$ cat config.mk
export PLATFORM = sky130hd
export DESIGN_NAME = serial_deserializer
export DESIGN_NICKNAME = d
export VERILOG_FILES = /design/src/rtl/serial_deserializer.sv
export SDC_FILE = /design/constraint.sdc
export NUM_CORES = 1
export LEC_CHECK = 0
export CAP_MARGIN = 20
export CELL_PAD_IN_SITES_DETAIL_PLACEMENT = 1
export CELL_PAD_IN_SITES_GLOBAL_PLACEMENT = 1
export CORE_UTILIZATION = 39
export CTS_CLUSTER_SIZE = 28
export DETAILED_ROUTE_END_ITERATION = 7
export PLACE_DENSITY = 0.89
export SETUP_SLACK_MARGIN = 0.4
export SYNTH_ARGS = -nofsm -noshare
export SYNTH_HDL_FRONTEND = slang
export SYNTH_SLANG_ARGS = --single-unit
export TNS_END_PERCENT = 100
$ cat constraint.sdc
create_clock -name i_clk -period 3.9 [get_ports i_clk]
set_clock_uncertainty 0.2 [all_clocks]
set_input_delay 0.585 -clock i_clk [delete_from_list [all_inputs] [get_ports i_clk]]
set_output_delay 0.585 -clock i_clk [all_outputs]
set_load 0.02 [all_outputs]
$ cat src/rtl/serial_deserializer.sv
// Rebuilds SIZE-bit parallel words from a strobed serial stream and presents
// each finished word in a valid/ready holding register with a sticky overrun flag.
module serial_deserializer #(
  parameter int SIZE      = 8,
  parameter bit MSB_FIRST = 1'b1
) (
  input  logic                      i_clk,
  input  logic                      i_rst,
  input  logic                      i_serEn,
  input  logic                      i_serIn,
  input  logic                      i_clear,
  input  logic                      i_ready,
  output logic [SIZE-1:0]           o_dataOut,
  output logic                      o_valid,
  output logic                      o_overrun,
  output logic [$clog2(SIZE+1)-1:0] o_bitCount
);

  localparam int CW = $clog2(SIZE + 1);

  logic [SIZE-1:0] r_acc;
  logic [CW-1:0]   r_count;
  logic [SIZE-1:0] r_data;
  logic            r_valid;
  logic            r_overrun;

  logic [SIZE-1:0] w_nextAcc;
  logic            w_lastBit;
  logic            w_consume;

  // Shift direction decides whether the first bit lands in the MSB or the LSB.
  generate
    if (MSB_FIRST) begin : g_msbFirst
      assign w_nextAcc = {r_acc[SIZE-2:0], i_serIn};
    end else begin : g_lsbFirst
      assign w_nextAcc = {i_serIn, r_acc[SIZE-1:1]};
    end
  endgenerate

  assign w_lastBit = i_serEn && (r_count == CW'(SIZE - 1));
  assign w_consume = r_valid && i_ready;

  always_ff @(posedge i_clk) begin
    if (i_rst) begin
      r_acc     <= '0;
      r_count   <= '0;
      r_data    <= '0;
      r_valid   <= 1'b0;
      r_overrun <= 1'b0;
    end else if (i_clear) begin
      r_acc     <= '0;
      r_count   <= '0;
      r_valid   <= 1'b0;
      r_overrun <= 1'b0;
    end else begin
      if (w_lastBit) begin
        r_acc   <= '0;
        r_count <= '0;
      end else if (i_serEn) begin
        r_acc   <= w_nextAcc;
        r_count <= r_count + CW'(1);
      end

      // A finished word only loads if the slot is free or being drained this edge.
      if (w_lastBit) begin
        if (!r_valid || i_ready) begin
          r_data  <= w_nextAcc;
          r_valid <= 1'b1;
        end else begin
          r_overrun <= 1'b1;
        end
      end else if (w_consume) begin
        r_valid <= 1'b0;
      end
    end
  end

  assign o_dataOut  = r_data;
  assign o_valid    = r_valid;
  assign o_overrun  = r_overrun;
  assign o_bitCount = r_count;

endmodule
==> summary.txt, run 1 <==
Outcome
  – Status: finished, final reports clean

Setup path
  – Reg2reg setup slack: roughly 1.9 ns
  – Critical path depth: 4
  – Critical Path Start Type: input pin
  – Critical Path RT: 3.93 ns
  – Reg2reg end: o_dataOut[5]
  – CP endpoint kind: flop
  – CP cell instances: clkdlybuf4s50_1 -> nand4b_2 -> nor3b_2 -> mux2i_1
  – Crit path launch: i_serEn
  – Delay of the slowest critical-path stage: slightly below 0.9 ns
  – WS Path Type: in2reg
  – Critical-path maximum fanout: 12
  – Slowest cell on crit path: clkdlybuf4s50_1
  – Cell family with most CP delay: simple AND/OR/NAND/NOR gates
  – Reg2reg path depth: 4
  – Worst Path Arrival: 2.64 ns
  – CP bufs+invs: 1
  – Critical Path End: o_dataOut[5]
  – RR Startpoint: o_bitCount[0]

Timing
  – Rel. slew slack: 49.9%
  – Setup TNS Final: 0 ns
  – Achievable Freq: 383 MHz
  – Crit path time final: 2.61 ns
  – Setup violations, final: 0
  – Final worst path period share: 66.9%
  – Final hold violations: 0
  – Min Hold Slack: 0.286 ns
  – Slew Viols, Final: 0
  – RSZ-0062 raised after global routing: false
  – Tightest Pin Transition: 0.748 ns

Placement
  – Dpl hpwl: 1330 um
  – IO Port Bufs: 19
  – Inst Count DP: 124
  – Gpl congestion: a little under 0.7

GRT
  – Met3 Use GR: 2.80%
  – Gr usage total: between 10% and 20%
  – Busiest grt layer: met2
  – Grt total ovfl: 0
  – Vias in the first global route: 633
  – Initial antenna violation count: 0
  – Largest net degree at the start of global routing: 19
  – Met1 Track Usage GR: roughly a fifth
  – First-pass GRT wire length: 2960 um
  – Grt met2 use: between 20 and 30%

Logic synthesis
  – Synth Area in Adders: under 10%
  – Simple-Gate Fraction of Synth Area: around 23%
  – Mapped cell area: 855 sq um
  – Compound-Gate Fraction of Synth Area: 1.76%
  – Register area share after synthesis: 49.2%
  – Syn avg cell area: 10.6 sq um
  – Synth warn: 0
  – Distinct cells, synth: 17
  – Synth Register Bits: 21
  – Largest family of logic cells by synthesized area: simple AND/OR/NAND/NOR gates
  – Mapped Cells: 81
  – Xor-xnor portion of the synthesized cell area: 3.07%
  – Net Count, Synth: 88
  – Multiplexer area fraction after synthesis: a little under a fifth

Finish
  – Share of cells above drive strength 1: 5.94%
  – Most frequent cells in the layout: dfxtp_1, clkdlybuf4s50_1, nand2b_1
  – Antenna Cells: 0
  – Area delta synth->final: 26.8%
  – Non-Filler Instances: 128
  – Commonest non-fill, non-tap cell in the layout: dfxtp_1
  – # nets final: between 100 and 150

Worst hold path
  – Worst min path class: reg2reg

Power and ir drop
  – Sw Share: 21.9%
  – P_leak: 0.388 nW
  – Net Switching: 0.0746 mW
  – Combinational power share: 6.4%
  – Maximum VDD drop: 0.168 mV
  – Cell internal pwr: 0.266 mW
  – Power share of the clock group: 29.8%
  – Power Dens Cells: between 300 and 400 mW/mm^2
  – Sequential power share: 63.7%

Floorplanning
  – # IOs: 20
  – DIE WIDTH: 48.8 um
  – Die Area: 0.00238 sq mm
  – Row count: 16
  – Die height: 48.8 um
  – Starting density of the core: between 40 and 50%
  – Core area: about 0.0020 sq mm

Clock tree
  – Root buf cell: clkbuf_4
  – Clk slew on worst S/H paths: about 0.11 ns
  – Post-CTS setup buffer count: 0
  – Number of CTS-inserted buffers: 3
  – CTS tree: done
  – Sink Count: 21
  – Clk Latency, worst-skew pair: roughly 0.30 ns
  – # hold bufs at CTS: 0
  – CTS H-tree depth: 1
  – Maximum root-to-sink buffer count: 2
  – Post-cts sizing count: 0

Routing
  – Detailed-route wire length: 1690 um
  – Pre-antenna DRT Iters: 2
  – Post-route ant nets: 0
  – Routed wire per std cell: 13.2 um
  – Via density: 4.71
  – DRC: 0
  – Initial drt markers: 5
  – Vias: 603

Run
  – Maximum Capacitance Violations: 0
-- cell type report --
type / count / area [sq um]
Clock buffer: 3 / 22.5
Timing Repair Buffer: 19 / 190
Clock inverter: 1 / 5.00
Tap cell: 27 / 33.8
Sequential cell: 21 / 420
Multi-Input combinational cell: 57 / 412
Fill cell: 237 / 918
-- power groups by stage --
stage	Clock, mW	Sequential, mW	Combinational [mW]
final	0.102	0.217	0.0219
after global routing	0.119	0.217	0.0233
after CTS	0.106	0.217	0.0221
after detailed placement	0	0.222	0.0221
after global placement	0	0.222	0.0215
after floorplan	0	0.222	0.0119
-- registers in the layout, indices dropped and copies added (netlist names) --
signal / count
o_dataOut: 8
o_overrun: 1
o_bitCount: 4
o_valid: 1
r_acc: 7
-- through the flow --
step                setup slack (ns)  cell area, sq um  util (%)  power [mW]
floorplan                       2.28               855         -       0.234
global placement                1.00              1060      52.8       0.243
detailed placement             0.955              1060      52.8       0.244
CTS                             1.27              1080      54.1       0.345
global route                    1.18              1080      54.1       0.360
finish                          1.29              1080      54.1       0.340
-- cells in the mapped netlist, drive strengths merged --
master,count,area share (%)
a21boi,1,0.88
buf,2,2.2
clkbuf,1,0.44
dfxtp,21,49
ha,1,1.5
mux2i,16,19
nand2,2,0.88
nand2b,17,12
nand4,1,0.73
nand4b,1,1.8
nor2,12,5.3
nor3,1,0.59
nor3b,1,1.5
o21a,1,0.88
xnor2,1,1.0
xor2,2,2.1
-- worst min-delay path by stage --
stage	slack, ns	end	depth (start not counted)	startpoint
floorplan	0.25	o_dataOut[7]	2	r_acc[6]
global placement	0.25	o_overrun	1	o_overrun
detailed placement	0.27	o_overrun	1	o_overrun
CTS	0.29	o_overrun	1	o_overrun
global route	0.32	o_overrun	1	o_overrun
finish	0.29	o_dataOut[7]	2	r_acc[6]
-- layer usage --
metal | vias to the layer above | routed length (um)
li1 | 306 | -
met1 | 283 | 761
met2 | 10 | 873
met3 | 4 | 27
met4 | 0 | 28
met5 | - | 0
-- logic make-up after synthesis --
group	after synthesis
AND/OR/NAND/NOR	35
flip-flops	21
multiplexers	16
XOR/XNOR	3
buffers and inverters	3
AO/OA/AOI/OAI	2
adder cells (fa/ha/maj)	1
-- worst reg2reg max path: cells and delay by family (launching register included) --
| family | cells | cell delay [ns] |
|---|---|---|
| fa+ha+maj | 1 | 0.21 |
| simple gates | 2 | 0.83 |
| mux | 1 | 0.28 |
| flops | 1 | 0.41 |
(Power assumes the default switching activity.)
==> run 2: changes to the inputs <==
- CORE_UTILIZATION: 39 -> 33
- PLACE_DENSITY: 0.89 -> 0.81
- clock period: 3.9 -> 2.3 ns (I/O delays scaled with it)
==> run 2 against run 1 <==
Compared with the run above:
- via count up 2.3%
- critical path type is now reg2out
- non-clock buffer count up 3
- flip-flop and latch count unchanged
- first-iteration DRC count down 40%
- sequential share of layout area down 0.79 points
==> summary.txt, run 2 (synthesis gave the netlist of run 1 again) <==
Outcome
  – Status: finished, final reports clean

Timing
  – Rel. slew slack: 77.7% (+28 points)
  – Slew Viols, Final: 0 (unchanged)
  – RSZ-0062 raised after global routing: false
  – Achievable Freq: about 540 MHz
  – Crit path time final: 1.84 ns
  – Final hold violations: 0 (unchanged)
  – Tightest Pin Transition: 0.334 ns (-0.414 ns)
  – Setup violations, final: 0 (unchanged)
  – Final worst path period share: 80.0%
  – Setup TNS Final: 0 ns (unchanged)

Finish
  – Area delta synth->final: 29.4%
  – Most frequent cells in the layout: dfxtp_1, nand2b_1, clkdlybuf4s50_1
  – # nets final: 112 (+2.8%)
  – Antenna Cells: 0 (unchanged)
  – Commonest non-fill, non-tap cell in the layout: dfxtp_1
  – Share of cells above drive strength 1: 7.69% (+1.8 points)
  – Fillers: 295 (+24%)
  – Number of flip-flops in the largest register: 8 (unchanged)

GRT
  – Vias in the first global route: 552 (-13%)
  – Initial antenna violation count: 0 (unchanged)
  – Grt total ovfl: 0 (unchanged)
  – First-pass GRT wire length: 2470 um (-17%)
  – Largest net degree at the start of global routing: 18 (-1)
  – Gr usage total: 12.4% (-4.0 points)

Routing
  – Pre-antenna DRT Iters: 3 (+1)
  – Initial drt markers: 3 (-2)
  – Vias: 617 (+2.3%)
  – Routed wire per std cell: 11.5 um (-13%)
  – DRC: 0 (unchanged)
  – Post-route ant nets: 0 (unchanged)
  – Via density: 4.60 (-2.3%)
  – Detailed-route wire length: 1550 um (-8.5%)

Setup path
  – Reg2reg path depth: 5 (+1)
  – Reg2reg setup slack: 0.67 ns (-1.24 ns)
  – WS Path Type: reg2out
  – Critical path depth: 1 (-3)
  – Critical Path Start Type: flop
  – CP bufs+invs: 1 (unchanged)
  – Delay of the slowest critical-path stage: 0.62 ns (-0.25 ns)
  – Reg2reg end: o_dataOut[2]
  – CP cell instances: clkdlybuf4s50_1
  – Cell family with most CP delay: buffers and inverters
  – Worst Path Arrival: 1.30 ns (-1.34 ns)
  – RR Startpoint: o_bitCount[0]
  – CP endpoint kind: output pin
  – Critical-path maximum fanout: 4 (-8)
  – Slowest cell on crit path: clkdlybuf4s50_1
  – Critical Path RT: 1.75 ns (-2.18 ns)

Floorplanning
  – Die height: 52.9 um (+8.4%)
  – Core area: 0.00245 sq mm (+23%)
  – DIE WIDTH: 52.9 um (+8.4%)
  – # IOs: 20 (unchanged)
  – Starting density of the core: 34.8% (-7.9 points)
  – Die Area: 0.00280 sq mm (+17%)
  – Row count: 18 (+2)

Power and ir drop
  – Total power: 0.576 mW (+69%)
  – P_leak: 0.409 nW (+5.5%)
  – Power Dens Cells: 521 mW/mm^2 (+66%)
  – Maximum VDD drop: 0.335 mV (+99%)

Clock tree
  – CTS H-tree depth: 1 (unchanged)
  – Post-CTS setup buffer count: 0 (unchanged)
  – Root buf cell: clkbuf_4
  – Clk slew on worst S/H paths: 0.11 ns (about the same)
  – Maximum root-to-sink buffer count: 2 (unchanged)
  – Number of CTS-inserted buffers: 3 (unchanged)
  – # hold bufs at CTS: 0 (unchanged)
  – CTS tree: done
  – Clk Latency, worst-skew pair: 0.29 ns (about the same)
  – Sink Count: 21 (unchanged)

Placement
  – IO Port Bufs: 19 (unchanged)
  – Gpl congestion: 0.698 (+1.1%)
  – Dpl hpwl: 1120 um (-15%)

Worst hold path
  – Worst Hold End: o_dataOut[0]
  – Worst min path class: reg2reg
  – Worst Hold Depth: 2 (unchanged)
  – Worst min-delay path startpoint: o_dataOut[0]

Run
  – Maximum Capacitance Violations: 0 (unchanged)
==> run 2: power breakdown <==
group	switching (mW)	total, mW	leakage, nW	internal, mW
Combinational	0.0179	0.0393	0.225	0.0215
Sequential	0.00209	0.368	0.169	0.365
Clock	0.102	0.169	0.0150	0.0674
Total	0.122	0.576	0.409	0.454
==> run 2: metrics by stage <==
step                      instance area (sq um)  worst slack [ns]  hold slack, ns  util, %  std cells
final                                      1110             0.459           0.282     45.1        134
after global routing                       1110             0.407           0.294     45.1        134
after CTS                                  1110             0.438           0.285     45.1        134
after detailed placement                   1080             0.427           0.261     44.1        130
after global placement                     1080             0.440           0.252     44.1        130
after floorplan                             855             0.684           0.224        -         81
==> run 2: per-layer routing <==
metal / global-route usage, % / vias to the layer above / share of wire (%)
met3: 1.72 / 2 / 3.4
met5: 0 / - / 0
met2: 20.3 / 10 / 48
met1: 15.7 / 291 / 48
met4: 6.58 / 0 / 0.90
li1: - / 314 / -
==> run 2: worst max path at each step <==
stage / start / end
finish: o_bitCount[1] / o_bitCount[1]
CTS: o_bitCount[1] / o_bitCount[1]
global placement: i_serEn / o_dataOut[2]
global route: o_bitCount[1] / o_bitCount[1]
floorplan: o_bitCount[0] / o_dataOut[0]
detailed placement: i_serEn / o_dataOut[2]
==> run 2: area by class of cell <==
| cell class | instances | area, sq um | area share [%] |
|---|---|---|---|
| multi-input combinational | 57 | 412 | 37.2 |
| tap | 30 | 37.5 | 3.39 |
| sequential | 21 | 420 | 38.0 |
| clock buffer | 4 | 26.3 | 2.38 |
| timing repair buffer | 22 | 210 | 19.0 |
==> run 2: timing repair <==
action,CTS,global route
setup endpoints to repair,2,0
endpoints found under the hold margin,0,0
gates resized for setup,2,0
==> run 3: changes to the inputs <==
- CORE_UTILIZATION: 33 -> 36
- PLACE_DENSITY: 0.81 -> 0.83
- clock period: 2.3 -> 1.8 ns (I/O delays scaled with it)
==> run 3 against run 2 <==
Compared with the run above:
- largest power group unchanged
- design area down 0.11%
- critical path type is now reg2reg
- first-iteration DRC count shrank 33%
- routed wire length rose by 11%
- die area shrank 8.0%
- non-clock buffer count grew 3
- setup slack got worse by 0.11 ns
- utilization grew 4.4 points
- total power is 31% higher
==> summary.txt, run 3 (synthesis gave the netlist of run 1 again) <==
Outcome
  – Status: finished, final reports clean

Clock tree
  – Clk slew on worst S/H paths: 0.12 ns (about the same)
  – CTS H-tree depth: 1 (unchanged)
  – Post-CTS setup buffer count: 0 (unchanged)
  – Clk Latency, worst-skew pair: 0.31 ns (+0.02 ns)
  – Root buf cell: clkbuf_4
  – Sink Count: 21 (unchanged)
  – CTS tree: done
  – Maximum root-to-sink buffer count: 2 (unchanged)
  – Number of CTS-inserted buffers: 3 (unchanged)

Timing
  – Achievable Freq: 688 MHz
  – Rel. slew slack: 81.9% (+4.3 points)
  – Tightest Pin Transition: 0.270 ns (-0.0640 ns)
  – Min Hold Slack: 0.278 ns (-0.00334 ns)
  – Final worst path period share: just over 80%
  – RSZ-0062 raised after global routing: true
  – Crit path time final: 1.45 ns
  – Setup violations, final: 0 (unchanged)
  – Setup WS post-layout: 0.346 ns (-0.113 ns)
  – Slew Viols, Final: 0 (unchanged)
  – Final hold violations: 0 (unchanged)

Floorplanning
  – Row count: 17 (-1)
  – # IOs: 20 (unchanged)
  – Starting density of the core: 38.3% (+3.5 points)
  – Core area: 0.00223 sq mm (-9.0%)
  – Die height: 50.7 um (-4.1%)
  – DIE WIDTH: 50.7 um (-4.1%)
  – Die Area: 0.00257 sq mm (-8.0%)

GRT
  – Gr usage total: 15.7% (+3.3 points)
  – First-pass GRT wire length: 2900 um (+17%)
  – Largest net degree at the start of global routing: 18 (unchanged)
  – Vias in the first global route: 650 (+18%)
  – Initial antenna violation count: 0 (unchanged)
  – Grt total ovfl: 0 (unchanged)

Placement
  – IO Port Bufs: 19 (unchanged)
  – Dpl hpwl: 1290 um (+15%)
  – Gpl congestion: 0.713 (+2.1%)
  – Worst slack, placed: -0.0159 ns (-0.443 ns)

Finish
  – Fillers: 271 (-8.1%)
  – Most frequent cells in the layout: dfxtp_1, nand2b_1, mux2i_1
  – FF+latch area: 432 sq um (+2.7%)
  – Number of flip-flops in the largest register: 8 (unchanged)
  – Share of cells above drive strength 1: 29.9% (+22 points)
  – Commonest non-fill, non-tap cell in the layout: dfxtp_1
  – # nets final: 115 (+2.7%)
  – Footprint of the multi-input gates: 438 sq um (+6.4%)
  – Area delta synth->final: 29.3%
  – Antenna Cells: 0 (unchanged)

Setup path
  – Critical-path maximum fanout: 8 (+4)
  – CP endpoint kind: flop
  – Critical Path Start Type: flop
  – WS Path Type: reg2reg
  – Slowest cell on crit path: dfxtp_4
  – Worst Path Arrival: 1.50 ns (+0.20 ns)
  – Critical Path RT: 1.85 ns (+0.10 ns)
  – Delay of the slowest critical-path stage: 0.39 ns (-0.23 ns)
  – CP cell instances: ha_4 -> nand4b_4 -> nor3b_2 -> buf_6 -> mux2i_1

Routing
  – Routed wire per std cell: 12.7 um (+10%)
  – Pre-antenna DRT Iters: 4 (+1)
  – Post-route ant nets: 0 (unchanged)
  – Met2 wire length: 842 um (+13%)
  – Vias: 639 (+3.6%)
  – Detail Route met3 WL: 43 um (-19%)
  – Via density: 4.73 (+2.8%)
  – DRC: 0 (unchanged)
  – Top Metal Used: met4
  – Detailed-route wire length: 1720 um (+11%)
  – Met1 wire length: 793 um (+7.6%)
  – Initial drt markers: 2 (-1)

Run
  – Maximum Capacitance Violations: 0 (unchanged)

Power and ir drop
  – Power Dens Cells: 684 mW/mm^2 (+31%)
  – P_leak: 0.456 nW (+11%)
  – Maximum VDD drop: 0.545 mV (+63%)
  – Total power: 0.756 mW (+31%)

Worst hold path
  – Worst min path class: reg2reg
run 3: cell types whose count changed in the layout (fill, tap and decap cells not counted), moves of 2 or more:
cell	before	now
buf_2	0	14
dfxtp_4	0	3
buf_6	0	2
dfxtp_1	21	18
clkdlybuf4s50_1	17	5
dlygate4sd2_1	2	0
run 3: path summary, 6_finish.rpt:
kind | slack [ns] | to | cells past startpoint | start
setup / recovery | 0.35 | o_dataOut[2] | 5 | o_bitCount[1]
hold / removal | 0.28 | o_overrun | 1 | o_overrun
setup reg to reg | 0.35 | o_dataOut[2] | 5 | o_bitCount[1]
hold reg to reg | 0.28 | o_overrun | 1 | o_overrun
run 3: final cells by class:
type | instances | share of cell area (%)
multi-input combinational | 57 | 39.6
sequential | 21 | 39.1
timing repair buffer | 25 | 15.6
tap | 28 | 3.17
clock buffer | 3 | 2.04
clock inverter | 1 | 0.453
run 3: metrics by stage:
step           instance area [sq um]  cells  setup TNS, ns  util (%)
6_report                        1100    135              0      49.5
3_3_place_gp                    1130    131              0      50.7
5_1_grt                         1100    135              0      49.5
4_1_cts                         1130    135              0      50.8
3_5_place_dp                    1130    131        -0.0310      50.7
2_1_floorplan                    885     81              0         -
run 3: critical path: cells and delay by family (launching register included):
family	cells	cell delay, ns
DFF	1	0.39
buffers and inverters	1	0.18
adders and majority gates	1	0.15
muxes	1	0.19
and+or+nand+nor	2	0.29
run 3: power by group:
part	leakage, nW	switching [mW]	internal, mW
registers	0.172	0.00320	0.464
logic	0.267	0.0250	0.0309
clock network	0.0177	0.150	0.0831
total	0.456	0.178	0.578
run 3: what timing repair did:
action / 4_1_cts / 5_1_grt
hold buffers: 0 / 0
resized for setup: 52 / 9
setup endpoints to repair: 23 / 24
pin swaps: 1 / 0
run 3: per-layer routing:
metal | vias to the layer above | GRT usage (%)
met2 | 12 | 27.3
met4 | 0 | 9.72
met1 | 302 | 17.4
met5 | - | 0
li1 | 320 | -
met3 | 5 | 3.03
